## src/rtl/move_scheduler.sv

```systemverilog
// move_scheduler: round-robin arbiter between two move sources (board keys and
// PS/2 decoder). It issues single-cycle direction commands to the 3x3 grid FSM,
// and rate-limits them with a cooldown. A shadow copy of the grid position lets
// it reject moves that would leave the grid.
module move_scheduler #(
    parameter int unsigned COOLDOWN  = 25_000_000,
    parameter int unsigned CNT_W     = 25,
    parameter int unsigned CNT_MOVES = 8
) (
    input  logic                 clk,
    input  logic                 reset,
    input  logic                 enable_i,
    input  logic                 req_a_i,
    input  logic [2:0]           dir_a_i,
    output logic                 ack_a_o,
    input  logic                 req_b_i,
    input  logic [2:0]           dir_b_i,
    output logic                 ack_b_o,
    output logic [2:0]           move_dir_o,
    output logic                 blocked_o,
    output logic [3:0]           pos_o,
    output logic [CNT_MOVES-1:0] move_count_o,
    output logic                 busy_o
);

    typedef enum logic [1:0] {
        S_IDLE  = 2'd0,
        S_ISSUE = 2'd1,
        S_COOL  = 2'd2
    } state_e;

    localparam logic [2:0] DIR_IDLE  = 3'd0;
    localparam logic [2:0] DIR_UP    = 3'd1;
    localparam logic [2:0] DIR_DOWN  = 3'd2;
    localparam logic [2:0] DIR_RIGHT = 3'd3;
    localparam logic [2:0] DIR_LEFT  = 3'd4;

    localparam logic [CNT_W-1:0] COOL_LOAD = CNT_W'(COOLDOWN - 1);

    state_e               state_q, state_d;
    logic [2:0]           dir_q, dir_d;
    logic                 last_b_q, last_b_d;
    logic                 ack_a_q, ack_a_d;
    logic                 ack_b_q, ack_b_d;
    logic                 blocked_q, blocked_d;
    logic [3:0]           pos_q, pos_d;
    logic [CNT_W-1:0]     cnt_q, cnt_d;
    logic [CNT_MOVES-1:0] mcount_q, mcount_d;

    logic                 any_req;
    logic                 pick_b;
    logic [2:0]           sel_dir;
    logic                 edge_hit;
    logic                 sel_legal;

    // Arbitration: pick the source and check its direction against the shadow position.
    always_comb begin
        // NOTE: every combinational output gets a default first so that no path infers a latch.
        edge_hit = 1'b0;
        any_req  = enable_i && (req_a_i || req_b_i);
        // B wins if it is alone, or if both request and A was granted last.
        pick_b   = req_b_i && (!req_a_i || !last_b_q);
        sel_dir  = pick_b ? dir_b_i : dir_a_i;
        case (sel_dir)
            DIR_UP:    edge_hit = (pos_q < 4'd3);
            DIR_DOWN:  edge_hit = (pos_q >= 4'd6);
            DIR_LEFT:  edge_hit = (pos_q == 4'd0) || (pos_q == 4'd3) || (pos_q == 4'd6);
            DIR_RIGHT: edge_hit = (pos_q == 4'd2) || (pos_q == 4'd5) || (pos_q == 4'd8);
            default:   edge_hit = 1'b0;
        endcase
        sel_legal = (sel_dir >= DIR_UP) && (sel_dir <= DIR_LEFT) && !edge_hit;
    end

    // State register plus the datapath registers; reset forces every one of them.
    always_ff @(posedge clk) begin
        // NOTE: the reset is synchronous and clears all state, including the shadow position and counters.
        if (reset) begin
            state_q   <= S_IDLE;
            dir_q     <= DIR_IDLE;
            last_b_q  <= 1'b1;
            ack_a_q   <= 1'b0;
            ack_b_q   <= 1'b0;
            blocked_q <= 1'b0;
            pos_q     <= 4'd0;
            cnt_q     <= '0;
            mcount_q  <= '0;
        end else begin
            // NOTE: sequential state uses non-blocking assignments so that every register samples pre-edge values.
            state_q   <= state_d;
            dir_q     <= dir_d;
            last_b_q  <= last_b_d;
            ack_a_q   <= ack_a_d;
            ack_b_q   <= ack_b_d;
            blocked_q <= blocked_d;
            pos_q     <= pos_d;
            cnt_q     <= cnt_d;
            mcount_q  <= mcount_d;
        end
    end

    // Next-state logic for the IDLE / ISSUE / COOL sequence.
    always_comb begin
        state_d = state_q;
        case (state_q)
            S_IDLE:  if (any_req && sel_legal) state_d = S_ISSUE;
            S_ISSUE: state_d = S_COOL;
            S_COOL:  if (cnt_q == '0) state_d = S_IDLE;
            default: state_d = S_IDLE;
        endcase
    end

    // Datapath next values: grant bookkeeping, ack/blocked pulses, position, cooldown.
    always_comb begin
        dir_d     = dir_q;
        last_b_d  = last_b_q;
        ack_a_d   = 1'b0;
        ack_b_d   = 1'b0;
        blocked_d = 1'b0;
        pos_d     = pos_q;
        cnt_d     = cnt_q;
        mcount_d  = mcount_q;
        case (state_q)
            S_IDLE: begin
                if (any_req) begin
                    dir_d     = sel_dir;
                    last_b_d  = pick_b;
                    // Every grant is acked one cycle later, whether it moves, idles or is rejected.
                    ack_a_d   = !pick_b;
                    ack_b_d   = pick_b;
                    blocked_d = (sel_dir != DIR_IDLE) && !sel_legal;
                end
            end
            S_ISSUE: begin
                case (dir_q)
                    DIR_UP:    pos_d = pos_q - 4'd3;
                    DIR_DOWN:  pos_d = pos_q + 4'd3;
                    DIR_RIGHT: pos_d = pos_q + 4'd1;
                    DIR_LEFT:  pos_d = pos_q - 4'd1;
                    default:   pos_d = pos_q;
                endcase
                mcount_d = mcount_q + 1'b1;
                cnt_d    = COOL_LOAD;
            end
            S_COOL: begin
                if (cnt_q != '0) cnt_d = cnt_q - 1'b1;
            end
            default: ;
        endcase
    end

    // Outputs decoded from the current state.
    always_comb begin
        move_dir_o = (state_q == S_ISSUE) ? dir_q : DIR_IDLE;
        busy_o     = (state_q != S_IDLE);
    end

    assign ack_a_o      = ack_a_q;
    assign ack_b_o      = ack_b_q;
    assign blocked_o    = blocked_q;
    assign pos_o        = pos_q;
    assign move_count_o = mcount_q;

endmodule

```

## config.mk

```make
export PLATFORM = sky130hd
export DESIGN_NAME = move_scheduler
export DESIGN_NICKNAME = d
export VERILOG_FILES = /design/src/rtl/move_scheduler.sv
export SDC_FILE = /design/constraint.sdc
export NUM_CORES = 1
export LEC_CHECK = 0
export ABC_CLOCK_PERIOD_IN_PS = 6530
export CORE_ASPECT_RATIO = 1.75
export CORE_MARGIN = 5
export CORE_UTILIZATION = 32
export DETAILED_ROUTE_END_ITERATION = 16
export SLEW_MARGIN = 25
export SYNTH_ARGS = -nofsm -noshare
export SYNTH_HDL_FRONTEND = slang
export SYNTH_SLANG_ARGS = --single-unit
```

## constraint.sdc

```tcl
create_clock -name clk -period 6.53 [get_ports clk]
set_input_delay 1.306 -clock clk [delete_from_list [all_inputs] [get_ports clk]]
set_output_delay 1.306 -clock clk [all_outputs]
set_load 0.02 [all_outputs]
```

==> out/summary.txt <==
Outcome: completed
Post-cts sizing count: 0
Routed vias: 2252
Chip width: 76.7 um
Top-count cell post-synth: dfxtp_1
# diodes: 0
Core region area: 0.00757 mm2
Post-Synthesis Cell Area: 0.00249 mm2
Max Clk Rate: 310 MHz
Clock buffer count from CTS: 5
Post-route DRC: 0
Top post-synthesis cells by count: dfxtp_1 (46), a21oi_1 (26), nor2_1 (24)
Cell Count, Final, Fillers Out: 404
Yosys reg bits: 46
Clock Root Buffer: clkbuf_16
YS warnings: 0
DR WL/cell: 14.6 um
WP data arrival: 1.92 ns
Post-DP Area: 0.00284 mm2
Initial antenna violation count: 0
Setup TNS: 0 ns
First-pass GRT wire length: 9860 um
Detailed Routing Iterations Pass 1: 4
CTS tree: yes
Post-layout instance area: 0.00301 mm2
Routed Wire Length: 5880 um
Largest area contributor in the netlist: dfxtp_1
Worst setup startpoint: state_q[0]
Initial DRC Count: 78
Max layer used: met4
Pwr/cell area: 262 mW/mm2
Hold Fails Final Rpt: 0
Placed insts: 396
Overflow left after global routing: 0
CTS Buffer Depth: 2
R2R depth: 4
Setup crit start kind: flip-flop
CTS sink cnt: 46
Setup WS pre-CTS: 3.00 ns
Clock-pin slew on the worst setup and hold paths: 0.07 ns
Crit-path max cell delay: 0.60 ns
CP endpoint kind: output port
Post-synthesis sequential area ratio: 37.0%
WL met1: 2350 um
Fin crit period: 3.23 ns
DP Wirelength: 4300 um
RSZ-0062 raised after global routing: false
Rows: 42
CP required: 5.22 ns
MaxCap Viol Count: 0
Asr flop ratio synth: 0%
Number of flops mapped to enable cells by yosys: 0
Worst Hold Class: flip-flop to flip-flop
Vias in the first global route: 2163
CP Class: flip-flop to output port
Post-synthesis net count: 312
Reg2reg start: cnt_q[6]
Final setup margin: 3.30 ns
Clock Latency Late Sink: 0.29 ns
Layout cells sized above 1: 6.33%
Vias per cell: 5.57
Reg2Reg Setup Slack: 4.10 ns
VDD IR max: 0.000168 V
Die ar.: 0.00971 mm2
CP max FO: 8
Pleak: 0.00108 uW
Most used DFF post-synth: dfxtp_1
Least-Margin Pin Slew: 0.712 ns
Initial Util: 32.9%
CTS H-Tree Depth: 2
# IOs: 30
Endpoints failing setup: 0
Final Cycle Share: 49.4%
Critical Path, Cell by Cell: nor2b_1, and2_1, clkdlybuf4s50_1
Slew Limit Fails: 0
Nets: 335
Area share of the largest cell type after synthesis: 37.0%
Worst flop-to-flop path endpoint: cnt_q[21]
Crit-path slowest cell: clkdlybuf4s50_1
Gpl congestion: 0.871
Gr usage total: 12.3%
Max Clock Skew: 0.00226 ns
Syn Area/Cell: 8.53 um2
Routed Antenna Nets: 0
Port buffer count: 29
Ranking of synthesized cells by area: dfxtp_1 (37%), a21oi_1 (5.2%), ha_1 (4.0%), nor2_1 (3.6%), nor3_1 (3.4%)
Largest net degree at the start of global routing: 45
Area growth, synth to finish: 20.8%
# hold bufs at CTS: 0
Metal2 WL: 3070 um
Overall power consumption: 787 uW
Gate Count Post-Synth: 292
Max-slew headroom: 52.4%
Vert. Die Dim: 127 um
Routed wire length on met3: 199 um
Setup Fix Bufs, Post-CTS: 0
Worst setup path endpoint: move_dir_o[2]
Yosys cell types: 50
[per-layer routing]
layer	track usage [%]	vias up
met3	2.41	18
met4	8.55	0
met2	22.2	49
li1	-	1145
met1	12.4	1040
met5	0	-
[critical path, delay by kind of cell (launching register included)]
family | cells | cell delay (ns)
buffers and inverters | 1 | 0.60
flip-flops | 1 | 0.38
AND/OR/NAND/NOR | 2 | 0.64
[worst min path at each step]
stage	depth (start not counted)	slack, ns	to	from
6_report	2	0.50	move_count_o[1]	move_count_o[1]
2_1_floorplan	1	0.46	last_b_q	last_b_q
3_3_place_gp	2	0.47	move_count_o[7]	move_count_o[7]
3_5_place_dp	2	0.49	move_count_o[1]	move_count_o[1]
4_1_cts	2	0.50	move_count_o[1]	move_count_o[1]
5_1_grt	2	0.52	cnt_q[24]	cnt_q[24]
[placed cells by master, fill, tap and decap left out, types with 5 or more instances in the layout]
cell type        Yosys  final
a211oi_1            10     10
or3_1               11     11
or4_1               11     11
o31ai_1              5      5
nand2_1             14     14
xnor2_1              8      8
nor4_1               9      9
clkdlybuf4s50_1      0     29
dfxtp_1             46     46
clkbuf_16            0      5
nor3_1              17     17
xor2_1               7      7
ha_1                 8      8
a21oi_1             26     26
nor2_1              24     24
o21ai_0              9      9
o211ai_1             5      5
inv_1                8      8
[power breakdown]
part	leakage, uW	total, uW	internal [uW]	switching, uW
clock	0.0000842	294	181	113
sequential	0.000374	320	299	21.0
combinational	0.000620	173	69.7	103
[registers in the layout (all words and copies together), names as in the netlist]
name,flops
dir_q,3
ack_a_o,1
state_q,2
pos_o,4
ack_b_o,1
move_count_o,8
blocked_o,1
cnt_q,25
last_b_q,1
[kinds of logic (layout without fill, tap and decap cells)]
kind of cell | after synthesis | after routing | share of synthesized area [%]
flip-flops | 46 | 46 | 37.0
AO/OA/AOI/OAI | 78 | 78 | 20.6
adder cells (fa/ha/maj) | 9 | 9 | 4.82
AND/OR/NAND/NOR | 116 | 116 | 26.3
multiplexers | 5 | 5 | 2.11
buffers and inverters | 23 | 47 | 3.87
XOR/XNOR | 15 | 15 | 5.28
[area by class of cell]
class / count / area (um2)
clock buffers: 5 / 125
clock inverters: 3 / 43.8
fillers: 798 / 4560
inverters: 8 / 30.0
multi-input cells: 223 / 1470
flip-flops and latches: 46 / 921
well taps: 88 / 110
repair buffers: 31 / 305
[metrics by stage]
step                util [%]  hold slack [ns]
global placement        37.5            0.472
floorplan                  -            0.458
global route            39.7            0.519
detailed placement      37.5            0.490
finish                  39.7            0.499
CTS                     39.7            0.500
No activity file was read; power rests on OpenSTA's default activity.
